### src/rtl/packet_arbiter_rr_pkg.sv
// Shared router types for the per-output packet arbiter: AXI-Stream
// request/response structs, TID codes and the arbiter state enum.
package packet_arbiter_rr_pkg;

  localparam int unsigned AXIS_DATA_WIDTH = 32;
  localparam int unsigned AXIS_ID_WIDTH   = 2;

  typedef logic [AXIS_ID_WIDTH-1:0] axis_tid_t;

  // TID marking the first (routing) beat of a packet
  localparam axis_tid_t ROUTING_HEADER  = 2'd1;
  // TID carried by every non-header beat
  localparam axis_tid_t ROUTING_PAYLOAD = 2'd2;

  typedef struct packed {
    logic [AXIS_DATA_WIDTH-1:0] TDATA;
    axis_tid_t                  TID;
  } axis_data_t;

  typedef struct packed {
    logic       TVALID;
    logic       TLAST;
    axis_data_t data;
  } axis_mosi_t;

  typedef struct packed {
    logic TREADY;
  } axis_miso_t;

  typedef enum logic {
    ARB_IDLE   = 1'b0,
    ARB_LOCKED = 1'b1
  } arb_state_t;

  // A beat opens a packet when it is valid and tagged as the routing header
  function automatic logic is_header(input axis_mosi_t beat);
    return beat.TVALID && (beat.data.TID == ROUTING_HEADER);
  endfunction

endpackage

### src/rtl/packet_arbiter_rr_picker.sv
// rr_priority_picker: combinational round-robin first-one search.
// Scans req_i starting at rr_ptr_i, wrapping N-1 -> 0 by compare, and
// returns the first set index. Reusable by any router arbiter.
module rr_priority_picker #(
  parameter int unsigned N = 5,
  parameter int unsigned W = $clog2(N)
) (
  input  logic [N-1:0] req_i,
  input  logic [W-1:0] rr_ptr_i,
  output logic         found_o,
  output logic [W-1:0] idx_o
);

  logic [W-1:0] cand;

  // Walk N candidates from the pointer; the first requester wins
  always_comb begin
    found_o = 1'b0;
    idx_o   = '0;
    cand    = rr_ptr_i;
    for (int unsigned k = 0; k < N; k++) begin
      if (!found_o && req_i[cand]) begin
        found_o = 1'b1;
        idx_o   = cand;
      end
      cand = (cand == W'(N - 1)) ? '0 : cand + 1'b1;
    end
  end

endmodule

### src/rtl/packet_arbiter_rr.sv
// packet_arbiter_rr: per-output-channel packet arbiter. Grants one input
// at a time in round-robin order and holds the grant from the routing
// header through the TLAST handshake so packets never interleave.
// Optional: define PACKET_ARBITER_STATS_EN to add saturating per-input
// packet counters on pkt_count_o.
module packet_arbiter_rr
  import packet_arbiter_rr_pkg::*;
#(
  parameter int unsigned CHANNEL_NUMBER       = 5,
  parameter int unsigned CHANNEL_NUMBER_WIDTH = $clog2(CHANNEL_NUMBER),
  parameter int unsigned STATS_WIDTH          = 16
) (
  input  logic                            clk_i,
  input  logic                            rst_n_i,
  input  axis_mosi_t                      in_mosi_i [CHANNEL_NUMBER],
  output axis_miso_t                      in_miso_o [CHANNEL_NUMBER],
  output axis_mosi_t                      out_mosi_o,
  input  axis_miso_t                      out_miso_i,
  output logic                            grant_valid_o,
  output logic [CHANNEL_NUMBER_WIDTH-1:0] grant_idx_o
`ifdef PACKET_ARBITER_STATS_EN
  ,
  output logic [STATS_WIDTH-1:0]          pkt_count_o [CHANNEL_NUMBER]
`endif
);

  localparam logic [CHANNEL_NUMBER_WIDTH-1:0] LAST_IDX =
    CHANNEL_NUMBER_WIDTH'(CHANNEL_NUMBER - 1);

  arb_state_t                      state_q, state_d;
  logic [CHANNEL_NUMBER_WIDTH-1:0] grant_idx_q, grant_idx_d;
  logic [CHANNEL_NUMBER_WIDTH-1:0] rr_ptr_q, rr_ptr_d;
  logic [CHANNEL_NUMBER-1:0]       req;
  logic                            pick_found;
  logic [CHANNEL_NUMBER_WIDTH-1:0] pick_idx;
  axis_mosi_t                      granted_beat;
  logic                            release_beat;

  // Only header beats compete; stray payload beats are ignored and stalled
  always_comb begin
    req = '0;
    for (int unsigned i = 0; i < CHANNEL_NUMBER; i++) begin
      req[i] = is_header(in_mosi_i[i]);
    end
  end

  rr_priority_picker #(
    .N (CHANNEL_NUMBER),
    .W (CHANNEL_NUMBER_WIDTH)
  ) u_picker (
    .req_i    (req),
    .rr_ptr_i (rr_ptr_q),
    .found_o  (pick_found),
    .idx_o    (pick_idx)
  );

  assign granted_beat  = in_mosi_i[grant_idx_q];
  assign release_beat  = (state_q == ARB_LOCKED) && granted_beat.TVALID &&
                         out_miso_i.TREADY && granted_beat.TLAST;
  assign grant_valid_o = (state_q == ARB_LOCKED);
  assign grant_idx_o   = grant_idx_q;

  // Next-state and datapath steering; nothing moves while IDLE
  always_comb begin
    state_d     = state_q;
    grant_idx_d = grant_idx_q;
    rr_ptr_d    = rr_ptr_q;
    out_mosi_o  = '0;
    for (int unsigned i = 0; i < CHANNEL_NUMBER; i++) begin
      in_miso_o[i] = '0;
    end
    case (state_q)
      ARB_IDLE: begin
        if (pick_found) begin
          grant_idx_d = pick_idx;
          state_d     = ARB_LOCKED;
        end
      end
      ARB_LOCKED: begin
        out_mosi_o = granted_beat;
        for (int unsigned i = 0; i < CHANNEL_NUMBER; i++) begin
          if (grant_idx_q == CHANNEL_NUMBER_WIDTH'(i)) begin
            in_miso_o[i] = out_miso_i;
          end
        end
        if (release_beat) begin
          state_d  = ARB_IDLE;
          rr_ptr_d = (grant_idx_q == LAST_IDX) ? '0 : grant_idx_q + 1'b1;
        end
      end
      default: state_d = ARB_IDLE;
    endcase
  end

  // Arbiter state registers; reset aborts any grant in flight
  always_ff @(posedge clk_i or negedge rst_n_i) begin
    if (!rst_n_i) begin
      state_q     <= ARB_IDLE;
      grant_idx_q <= '0;
      rr_ptr_q    <= '0;
    end else begin
      state_q     <= state_d;
      grant_idx_q <= grant_idx_d;
      rr_ptr_q    <= rr_ptr_d;
    end
  end

`ifdef PACKET_ARBITER_STATS_EN
  // Count completed packets per input, saturating at all-ones
  always_ff @(posedge clk_i or negedge rst_n_i) begin
    if (!rst_n_i) begin
      for (int unsigned i = 0; i < CHANNEL_NUMBER; i++) begin
        pkt_count_o[i] <= '0;
      end
    end else begin
      for (int unsigned i = 0; i < CHANNEL_NUMBER; i++) begin
        if (release_beat && (grant_idx_q == CHANNEL_NUMBER_WIDTH'(i)) &&
            (pkt_count_o[i] != '1)) begin
          pkt_count_o[i] <= pkt_count_o[i] + 1'b1;
        end
      end
    end
  end
`endif

endmodule

### config.mk
export PLATFORM = sky130hd
export DESIGN_NAME = packet_arbiter_rr
export DESIGN_NICKNAME = d
export VERILOG_FILES = /design/src/rtl/packet_arbiter_rr_pkg.sv /design/src/rtl/packet_arbiter_rr_picker.sv /design/src/rtl/packet_arbiter_rr.sv
export SDC_FILE = /design/constraint.sdc
export NUM_CORES = 1
export LEC_CHECK = 0
export ABC_AREA = 1
export ABC_CLOCK_PERIOD_IN_PS = 3290
export BUFFER_PORTS_ARGS = -buffer_cell sky130_fd_sc_hd__buf_2
export CAP_MARGIN = 10
export CORE_AREA = 2 2 88 90
export DETAILED_ROUTE_END_ITERATION = 8
export DIE_AREA = 0 0 90 92
export GPL_TIMING_DRIVEN = 0
export PLACE_DENSITY = 0.81
export SYNTH_ARGS = -nofsm -noshare
export SYNTH_HDL_FRONTEND = slang
export SYNTH_SLANG_ARGS = --single-unit
### constraint.sdc
create_clock -name clk_i -period 3.29 [get_ports clk_i]
set_clock_uncertainty 0.1 [all_clocks]
set_input_delay 0.658 -clock clk_i [delete_from_list [all_inputs] [get_ports clk_i]]
set_output_delay 0.658 -clock clk_i [all_outputs]
set_load 0.01 [all_outputs]
# --- Yosys cells after proc, flatten, opt, wreduce, memory -nomap -nowiden ---
# Cells that the tools add are included.
word_totals:
  regBits: 7
  latch_bits: 0
  ramBits: 0
  inputBits: 183
  memories: 0
  rom_bits: 0
classes:
  bitwise_logic: 2
  shift: 0
  n_lt_le_gt_ge: 6
  div: 0
  eq_ne: 13
  addsub: 5
  n_reduce_logical: 19
  mul: 0
  n_mux: 38
op_table:
  columns: ["operator", "count"]
  rows:
  - ["$bmux 36 s3", 1]
  - ["$mux 36", 3]
  - ["$mux 3", 10]
  - ["$lt 3x4->1 const B", 5]
  - ["$mux 1", 17]
  - ["$add 3x1->3 const B", 5]
  - ["$bmux 1 s3", 5]
  - ["$eq 3x3->1 const B", 5]
  - ["$logic_and 1x1->1", 12]
  - ["$eq 2x1->1 const B", 5]
  - ["$eq 3x2->1 const B", 2]
  - ["$mux 5", 1]
  - ["$ge 4x4->1 const B", 1]
  - ["$logic_not 1->1", 4]
  - ["$not 3->4", 1]
  - ["$reduce_and 2->1", 2]
  - ["$eq 3x1->1 const B", 1]
  - ["$logic_not 3->1", 1]
  - ["$pmux 1 s2", 1]
  - ["$not 1->1", 1]

# --- Longest topological paths before layout ---
logic_depth:
  depth_word: 19
  mapped_depth: 23
  depth_no_buf: 22

# --- Cells and area by module ---
# A second synthesis with hierarchy kept.
unflattened:
  hier_cells: 568
  hier_area_um2: 2974.1
modules_own_cells:
  columns: ["mod", "n_inst", "cells_per_inst", "area_each_um2"]
  rows:
  - ["packet_arbiter_rr", 1, 432, 2178.3]
  - ["rr_priority_picker", 1, 136, 795.8]

# --- Least setup slack after synthesis ---
# No wires, ideal clock.
synth_path:
  kind: "reg-to-reg"
  from: "reg rr_ptr_q[0]"
  to: "reg grant_idx_q[0], in the netlist grant_idx_o[0]"
  path_buffers: 1
  required_ns: 3.074
  path_stages_with_launch: 24
  path_slack_ns: 0.433
  period_less_slack_ns: 2.857
  setup_time_ns: 0.116
  t_arrival_ns: 2.640
  path_cell_list: "dfrtp_1 > buf_6 > clkinv_2 > ha_1 > nand2_1 > nand2_2 > ha_1 > nand3_2 > nand2_4 > ha_1 > nor2_1 > nand2_4 > nand2_4 > nand2_2 > nor2_2 > inv_1 > nand3_2 > nand3_1 > nand2_1 > nand2_1 > nand2_2 > inv_2 > nand2_1 > nand2_1"
synth_between:
  elab_chain_cells: 16
synth_rtl:
  columns: ["item", "line", "rtl"]
  rows:
  - ["start: declaration", "packet_arbiter_rr.sv:32", "logic [CHANNEL_NUMBER_WIDTH-1:0] rr_ptr_q, rr_ptr_d;"]
  - ["start signal: assignment", "packet_arbiter_rr.sv:104", "rr_ptr_q <= rr_ptr_d;"]
  - ["branches (longest 16 deep; another with $add 3x1->3)", null, null]
  - ["end signal: assignment", "packet_arbiter_rr.sv:103", "grant_idx_q <= grant_idx_d;"]
  - ["end: declaration", "packet_arbiter_rr.sv:31", "logic [CHANNEL_NUMBER_WIDTH-1:0] grant_idx_q, grant_idx_d;"]
# Parallel ways; which one is timed is not known. The select of a mux whose other input is x is not followed.
# A chain may end at the register's enable or synchronous reset.

==> summary.md <==
| Metric | Value |
|---|---|
| Outcome | finished clean |
| Final slew viol count | 0 |
| TNS Setup | 0 ns |
| Combinational share of power | a little over 90% |
| Final ANT Viol Nets | 0 |
| Antenna violations before repair | 0 |
| Max Root-Sink Buffers | 2 |
| Pin count of the biggest net entering global routing | 12 |
| Slew headroom | between 50% and 60% |
| Yosys reg bits | 7 |
| Most common cell after layout, fill and taps aside | buf_2 |
| Die X | about 90 um |
| Primary FF master, synth | dfrtp_1 |
| Upper clock frequency limit | roughly 320 MHz |
| Final HPWL DP | 11220 um |
| Critical Path RT | 2.53 ns |
| # diodes | 0 |
| Drt via density | approximately 5.3 |
| Routed WL per cell | between 15 and 20 um |
| Die Span Y | 92 um |
| EDFF count, synth | 0 |
| Clk pin slew, worst setup/hold paths | about 0.04 ns |
| Detailed router's first-iteration violation count | around 420 |
| Grt ovf | 0 |
| Flop pwr share | 4.4% |
| Core Footprint | 7447 sq um |
| HP Class | primary input to async pin |
| RSZ-0062 raised after global routing | no |
| Critical Path AT | 2.36 ns |
| Vias post-DR | 4798 |
| Critical path class | register to output pin |
| CTS root buffer | clkbuf_8 |
| CP Launch Point | grant_idx_o[2]$_DFFE_PN0P_ |
| Final Cell Area | between 4000 and 5000 sq um |
| Final worst path period share | 94.76% |
| Share of cells above drive strength 1 | between 30% and 40% |
| Die area | 8280 sq um |
| Sw frac | 62.61% |
| Post-synthesis sequential area ratio | 6.029% |
| Met1 Resource Use GR | 37.78% |
| Tmin final | 3.117 ns |
| Num CTS Buffers | 3 |
| Synthesized area per cell | ~5.1 sq um |
| Gp weighted congestion | 0.9587 |
| Global-route wire length before repair | about 21000 um |
| Drc violations | 0 |
| Worst-Margin Slew | between 0.6 and 0.7 ns |
| Drt total wl | ~14000 um |
| CTS Hold Bufs | 0 |
| Cells after synthesis | around 570 |
| Async S/R FF share, synth | 100.0% |
| Final Hold Vio Count | 0 |
| # rows | 32 |
| Final nets | approximately 1000 |
| Synth Net Count | 767 |
| Crit end category | output pin |
| Clock sinks | 7 |
| Starting density of the core | 39.01% |
| Synth warn | 0 |
| Placed inst area | around 4200 sq um |
| Switching power | 2.832 mW |
| Pleak | 2.431 nW |
| Worst VDD drop | around 0.00040 V |
| Max Cap Viol | 0 |
| Layout area overhead | 45.95% |
| Pwr/cell area | 1067 nW/um^2 |
| Endpoints failing setup | 0 |
| Grt peak-use layer | met2 |
| GR Util met3 | 6.245% |
| Cell Int Power | approximately 1.7 mW |
| CTS tree | done |
| Netlist cell types | 30 |
| CP Launch Type | register |
| PortBufs | between 200 and 250 |
| Clock power frac | 2.6% |
| Total track usage | a little under a third |
| H-tree lvl count | 1 |
| IO Count | approximately 230 |
| Clock Latency Late Sink | 0.22 ns |
| Commonest cells after routing, fill and taps aside | buf_2 (227), o21ai_0 (116), nand2_1 (98), nor2_1 (83), inv_1 (67) |
| Crit path max fanout | 10 |
| Origin of the critical flop-to-flop path | rr_ptr_q[0]$_DFFE_PN0P_ |
| Mapped cell area | 2905 sq um |
| GR Layer Usage met2 | 56.39% |
| Vias in the first global route | around 4500 |
| TritonRoute pass-1 iters | 7 |
routing by layer:
| metal | wire length (um) | up-vias |
|---|---|---|
| li1 | - | 2363 |
| met4 | 432 | 0 |
| met2 | 6768 | 286 |
| met1 | 5081 | 2107 |
| met3 | 1392 | 42 |
| met5 | 0 | - |
flip-flops by register name, summed over array words and instances, names as in the netlist:
register / flops
grant_valid_o: 1
grant_idx_o: 3
rr_ptr_q: 3
worst paths after layout:
path	to	slack, ns	cells past startpoint
min in group clk_i	rr_ptr_q[2]$_DFFE_PN0P_	0.63	2
hold / removal	grant_idx_o[0]$_DFFE_PN0P_	0.17	1
setup / recovery	out_mosi_o[33]	0.17	7
setup reg to reg	grant_idx_o[0]$_DFFE_PN0P_	0.24	23
max in group asynchronous	rr_ptr_q[1]$_DFFE_PN0P_	2.76	1
hold reg to reg	rr_ptr_q[2]$_DFFE_PN0P_	0.63	2
metrics by stage:
stage	util, %	cells	setup slack [ns]	hold WS, ns	power [mW]
6_report	56.94	904	0.1725	0.1661	4.523
5_1_grt	56.94	904	0.01131	0.1752	5.027
4_1_cts	56.62	905	0.01722	0.1702	4.421
3_5_place_dp	55.98	901	0.1257	0.4016	4.273
3_3_place_gp	55.98	901	0.1541	0.3981	4.227
2_1_floorplan	-	572	0.4335	0.2624	3.132
critical path, stage by stage (launching register included):
cell,delay (ns)
dfrtp_1,0.35
clkbuf_1,0.38
buf_1,0.49
clkbuf_1,0.46
a21oi_1,0.14
o21ai_0,0.11
inv_1,0.06
buf_2,0.14
layout make-up:
class	count	area [sq um]
Tap cell	102	127.6
Fill cell	834	3207
Multi-Input combinational cell	454	2327
Buffer	37	153.9
Clock buffer	4	45.04
Timing Repair Buffer	227	1136
Inverter	73	275.3
Sequential cell	7	175.2
cell families (layout without fill, tap and decap cells):
| logic type | Yosys count | count (layout) | share of synthesized area [%] |
|---|---|---|---|
| simple gates | 245 | 245 | 37.90 |
| compound gates | 197 | 197 | 36.26 |
| buf+inv | 111 | 341 | 14.64 |
| fa+ha+maj | 12 | 12 | 5.168 |
| flops | 7 | 7 | 6.029 |
power by group through the flow:
stage / combinational [mW] / sequential (mW) / clock (mW)
after floorplan: 2.96 / 0.176 / 0
after global placement: 4.04 / 0.185 / 0
after detailed placement: 4.09 / 0.185 / 0
after CTS: 4.12 / 0.184 / 0.119
after global routing: 4.69 / 0.206 / 0.126
final: 4.20 / 0.201 / 0.118
cells in the mapped netlist, drive strengths merged, types with 2 or more instances:
library cell | count | area [sq um]
ha | 12 | 150.1
nand3 | 36 | 205.2
clkbuf | 35 | 131.4
o22ai | 33 | 206.5
buf | 3 | 18.77
nand4 | 2 | 12.51
nor2 | 88 | 350.3
nor3 | 2 | 10.01
nand2 | 115 | 506.7
a21oi | 41 | 216.5
inv | 72 | 270.3
dfrtp | 7 | 175.2
o21ai | 119 | 599.3
timing repair:
item                       4_1_cts  5_1_grt
setup endpoints to repair        2       37
gates resized for setup          2       11
setup buffers                    0        0
Power figures use the tool's default switching activity.
